File: config.mk
export PLATFORM = sky130hd
export DESIGN_NAME = seq_detect_param
export DESIGN_NICKNAME = d
export VERILOG_FILES = /design/src/rtl/seq_detect_param.sv
export SDC_FILE = /design/constraint.sdc
export NUM_CORES = 1
export LEC_CHECK = 0
export CORE_UTILIZATION = 40
export CTS_CLUSTER_DIAMETER = 40
export DETAILED_ROUTE_END_ITERATION = 10
export MAX_ROUTING_LAYER = met4
export SLEW_MARGIN = 30
export SYNTH_ARGS = -nofsm -noshare
export SYNTH_HDL_FRONTEND = slang
export SYNTH_SLANG_ARGS = --single-unit
File: constraint.sdc
create_clock -name clk -period 3.39 [get_ports clk]
set_clock_uncertainty 0.05 [all_clocks]
set_input_delay 0.678 -clock clk [delete_from_list [all_inputs] [get_ports clk]]
set_output_delay 0.678 -clock clk [all_outputs]
set_load 0.01 [all_outputs]
File: src/rtl/seq_detect_param.sv
// Runtime-programmable serial pattern detector (1..MAX_LEN bits) with Mealy match flag.
// Optional saturating match counter enabled by defining SEQ_DET_CNT_EN.
module seq_detect_param #(
    parameter int MAX_LEN = 8,
    parameter int LEN_W   = 4,
    parameter int CNT_W   = 8
) (
    input  logic               clk,
    input  logic               reset,
    input  logic               x,
    input  logic               x_valid,
    input  logic               cfg_load,
    input  logic [MAX_LEN-1:0] cfg_pattern,
    input  logic [LEN_W-1:0]   cfg_len,
    input  logic               cfg_overlap,
    output logic               z,
    output logic [CNT_W-1:0]   match_cnt
);

    localparam int FILL_W = $clog2(MAX_LEN + 1);

    logic [MAX_LEN-1:0] pat_r;
    logic [LEN_W-1:0]   len_r;
    logic               ovl_r;
    logic [MAX_LEN-2:0] hist;
    logic [FILL_W-1:0]  fill;

    logic [LEN_W-1:0]   eff_len;
    logic [MAX_LEN-1:0] window;
    logic [MAX_LEN-1:0] mask;
    logic               fill_ok;
    logic               accept;

    // NOTE: every signal driven here gets a value on every path, so no latches are inferred.
    always_comb begin
        eff_len = len_r;
        if (int'(len_r) > MAX_LEN)
            eff_len = LEN_W'(MAX_LEN);

        window = {hist, x};

        mask = '0;
        for (int i = 0; i < MAX_LEN; i++)
            mask[i] = (i < int'(eff_len));

        // Enough accepted bits are in hist to complete the pattern with the live bit.
        fill_ok = (int'(fill) + 1 >= int'(eff_len));
        accept  = x_valid & ~cfg_load;

        z = accept & ~reset & (eff_len != '0) & fill_ok &
            ((window & mask) == (pat_r & mask));
    end

    // NOTE: sequential state uses non-blocking assignments so every register sees pre-edge values.
    always_ff @(posedge clk) begin
        if (reset) begin
            pat_r <= '0;
            len_r <= '0;
            ovl_r <= 1'b0;
            hist  <= '0;
            fill  <= '0;
        end else if (cfg_load) begin
            pat_r <= cfg_pattern;
            len_r <= cfg_len;
            ovl_r <= cfg_overlap;
            hist  <= '0;
            fill  <= '0;
        end else if (x_valid) begin
            hist <= window[MAX_LEN-2:0];
            if (z && !ovl_r)
                fill <= '0;
            else if (fill != FILL_W'(MAX_LEN))
                fill <= fill + 1'b1;
        end
    end

`ifdef SEQ_DET_CNT_EN
    always_ff @(posedge clk) begin
        if (reset)
            match_cnt <= '0;
        else if (z && (match_cnt != '1))
            match_cnt <= match_cnt + 1'b1;
    end
`else
    assign match_cnt = '0;
`endif

endmodule
Word level (Yosys, flattened, before mapping)
Cells that the tools add are included.

Register bits: 24. Logic and storage cells: 37.

Equality and inequality tests: 2. Bitwise gates (word level): 9. Add/subtract/negate cells: 2. Muxes and demuxes: 3. Magnitude comparators: 10. Reductions and logical operators: 6.

Operator list (count): $and A8 B8 Y8 (2); $lt A3 B4 Y1 const A (4); $mux W4 (3); $eq A8 B8 Y1 (1); $lt A1 B4 Y1 const A (2); $lt A2 B4 Y1 const A (2); $add A4 B1 Y5 const B (1); $and A1 B1 Y1 (5); $ge A5 B4 Y1 (1); $add A4 B1 Y4 const B (1); $gt A4 B4 Y1 const B (1); $ne A4 B4 Y1 const B (1); $reduce_bool A4 Y1 (1); $not A1 Y1 (2); $reduce_and A2 Y1 (1); $reduce_bool A2 Y1 (1); $reduce_or A2 Y1 (1); $logic_and A1 B1 Y1 (1); $logic_not A1 Y1 (1).

Logic depth before layout (Yosys ltp)
Word-level depth: 9. Mapped depth: 9. Mapped depth without buffers: 8.

Worst setup path before layout
Ideal clock, no wire load.

Kind: register to output. Start point: reg fill[0]. End point: out z. Path buffers: 0. Arrival time: 1552 ps. Setup slack: 1110 ps. Data required time: 2662 ps. Cell stages (with the launch flop): 8. Cells stage by stage: dfxtp_1 inv_1 ha_1 ha_1 a211oi_1 o21ai_0 o211ai_2 inv_1.

Word-level cells in the longest chain between the ends: 4.

Ends and longest elaborated chain: start, declared (RTL line 26) `logic [FILL_W-1:0] fill;`; start signal, assigned (RTL line 73) `fill <= fill + 1'b1;`; $add A4 B1 Y5 (RTL line 47) `fill_ok = (int'(fill) + 1 >= int'(eff_len));`; $ge A5 B4 Y1 (RTL line 47); $and A1 B1 Y1 (2 in series) (RTL line 50) `z = accept & ~reset & (eff_len != '0) & fill_ok &`; end, declared (RTL line 16) `output logic z,`.

Every way passes these cells.

Final worst setup path
Start point: in x. End point: out z.

Word-level cells in the longest chain between the ends: 3.

Ends and longest elaborated chain: start, declared (RTL line 10) `input logic x,`; $and A8 B8 Y8 (RTL line 51) `((window & mask) == (pat_r & mask));`; $eq A8 B8 Y1 (RTL line 51); $and A1 B1 Y1 (RTL line 50).

Every way passes these cells.

==> impl_metrics.tcl <==
set metrics [dict create \
    peakVddDrop_v 0.000250 \
    clk_latency_ns 0.32 \
    synth_common_cells "dfxtp_1, nor2_1, mux2i_1, xnor2_1, buf_4" \
    cts_tree "done" \
    die-width_um 59.9 \
    root_buffer "clkbuf_4" \
    max_cap_viol_count 0 \
    async_flop_share_pct 0 \
    setup_slack_ns 0.178 \
    antenna_left 0 \
    hp-start "fill[3]" \
    cts.sinks 24 \
    synth_edf_count 0 \
    synth_area_um2 1340 \
    yosysWarnings 0 \
    crit_top_cell "clkdlybuf4s50_1" \
    synth_top_cell_area_share_pct 35.9 \
    cts_max_path_buffers 2 \
    total_power_mw 0.599 \
    grt_first_pass_wirelength_um 4260 \
    regToRegEndpoint "fill[0]" \
    ys_ff_latch 24 \
    yosysSeqAreaShare_pct 35.9 \
    synth_top_cells_by_area "dfxtp_1, mux2i_1, nor2_1, xnor2_1, ha_1" \
    multi_input_area_um2 779 \
    overflow 0 \
    critPathCaptureType "primary output" \
    wl_um 2430 \
    finalSetupViolations 0 \
    area_growth_syn_to_layout_pct 19.0 \
    clkTransAtPathRegs_ns 0.14 \
    syn_avg_cell_area_um2 9.18 \
    required_ns 2.66 \
    hpwl_um 1890 \
    place_congestion 0.857 \
    io_pins 27 \
    whs_endpoint "fill[3]" \
    ff2ff_setup_slack_ns 1.29 \
    die_area_um2 3590 \
    final_layout_size_suffix_gt1_share_pct 9.70 \
    p_per_area_nw_per_um2 376 \
    die_h_um 59.9 \
    grt_usage_pct 16.6 \
    worst_setup_path_start_kind "primary input" \
    cp_slowest_cell "clkdlybuf4s50_1" \
    synthFlopType "dfxtp_1" \
    dp_cells 205 \
    finalHoldViolCount 0 \
    p_leak_nw 0.658 \
    hp-class "reg2reg" \
    reg2reg_depth 9 \
    vias_per_cell 4.91 \
    ff_latch_area_um2 482 \
    num-fill-cells 305 \
    syn_inst 146 \
    min_path_cells 2 \
    r2r-start "fill[0]" \
    cts_buffers 3 \
    slew_violations 0 \
    grt_start_max_net_pins 16 \
    post-place-ws_ns 0.142 \
    avgRoutedWirePerCell_um 11.6 \
    layout.cells.non_filler 209 \
    start_util_pct 42.8 \
    arrival_ns 2.48 \
    coreArea_um2 3130 \
    fin_crit_ns 3.21 \
    rsz0062_at_grt "no" \
    n_antenna_cell 0 \
    setup_tns_ns 0 \
    cp_cell_sequence "clkdlybuf4s50_1 -> xnor2_1 -> o311ai_0 -> nor3_1 -> o211ai_2 -> inv_1 -> clkdlybuf4s50_1" \
    firstDrtPassIters 4 \
    port_buffers 18 \
    drcViolationCount 0 \
    grt_pass1_vias 978 \
    finalCritPeriodShare_pct 94.8 \
    yosysTopAreaCell "dfxtp_1" \
    ys_types 36 \
    antenna_found_initial 0 \
    max_freq_mhz 311 \
    stdcell_area_um2 1590 \
    slowest_delay_ns 0.53 \
    status "complete, no violations" \
    cp_max_fo 2 \
    via_count 1027 \
    drt_iter0_drc 22 \
    path_class "in2out" \
    fin_nets 190 \
    htree_levels 1 \
    hold_ws_ns 0.473 \
    fin_util_pct 51.0 \
    placementRows 20 \
    dpl_cell_area_um2 1540 \
]
state kept, by name, summed over array words and instances (netlist names):
register	count
len_r	4
pat_r	8
fill	4
hist	7
ovl_r	1
worst max-delay path, delay by kind of cell:
| kind | cells | cell delay, ns |
|---|---|---|
| compound gates | 2 | 0.30 |
| xor+xnor | 1 | 0.23 |
| buf+inv | 3 | 1.05 |
| simple gates | 1 | 0.23 |
logic make-up after synthesis:
group	share of synthesized area, %
DFF	35.9
xor gates and xnor gates	6.54
other	0.280
muxes	15.7
AOI/OAI and AO/OA	9.43
buffers and inverters	7.94
adders and majority gates	5.60
and+or+nand+nor	18.7
where the power goes:
part	total, mW	leakage (nW)	internal, mW	switching [mW]
Clock	0.206	0.0279	0.120	0.0861
Combinational	0.0887	0.433	0.0493	0.0394
Sequential	0.305	0.197	0.293	0.0125
repair_timing:
item,in CTS,in global routing
buffers inserted,0,0
gates resized for setup,0,1
hold buffers,0,0
endpoints found under the setup margin,0,1
hold endpoints to repair,0,0
layer usage:
metal / part of all wire, % / routed length (µm) / vias up / GRT usage (%)
li1: - / - / 522 / -
met1: 48 / 1160 / 482 / 19.8
met2: 48 / 1170 / 19 / 26.8
met3: 2.4 / 59 / 4 / 2.60
met4: 1.7 / 42 / 0 / 8.64
met5: 0 / 0 / - / -
final cells by class:
cell class	instances	area share, %
clock buffer	3	1.41
tap	44	3.45
sequential	24	30.2
clock inverter	1	1.88
timing repair buffer	22	13.2
inverter	4	0.942
multi-input combinational	111	48.9
how the worst max path moves through the flow:
| stage | slack, ns | from | end |
|---|---|---|---|
| after detailed placement | 0.14 | x | z |
| final | 0.18 | x | z |
| after global routing | 0.05 | fill[0] | z |
| after global placement | 0.23 | x | z |
| after CTS | 0.07 | fill[0] | z |
| after floorplan | 1.11 | fill[0] | z |
cells in the final DEF (no fill, tap or decap), drive strengths merged, types with 2 or more instances in the layout:
cell type	instances
nand2b	6
clkdlybuf4s50	18
dfxtp	24
or2	2
xnor2	9
a211oi	2
inv	4
a21oi	4
clkbuf	3
and2	2
nor3b	2
a31oi	2
nor2	24
nor3	3
conb	8
o211ai	2
ha	6
buf	4
nor2b	2
mux2i	21
nand3	2
nand2	3
o22ai	4
o21ai	3
No activity file was read; power rests on OpenSTA's default activity.
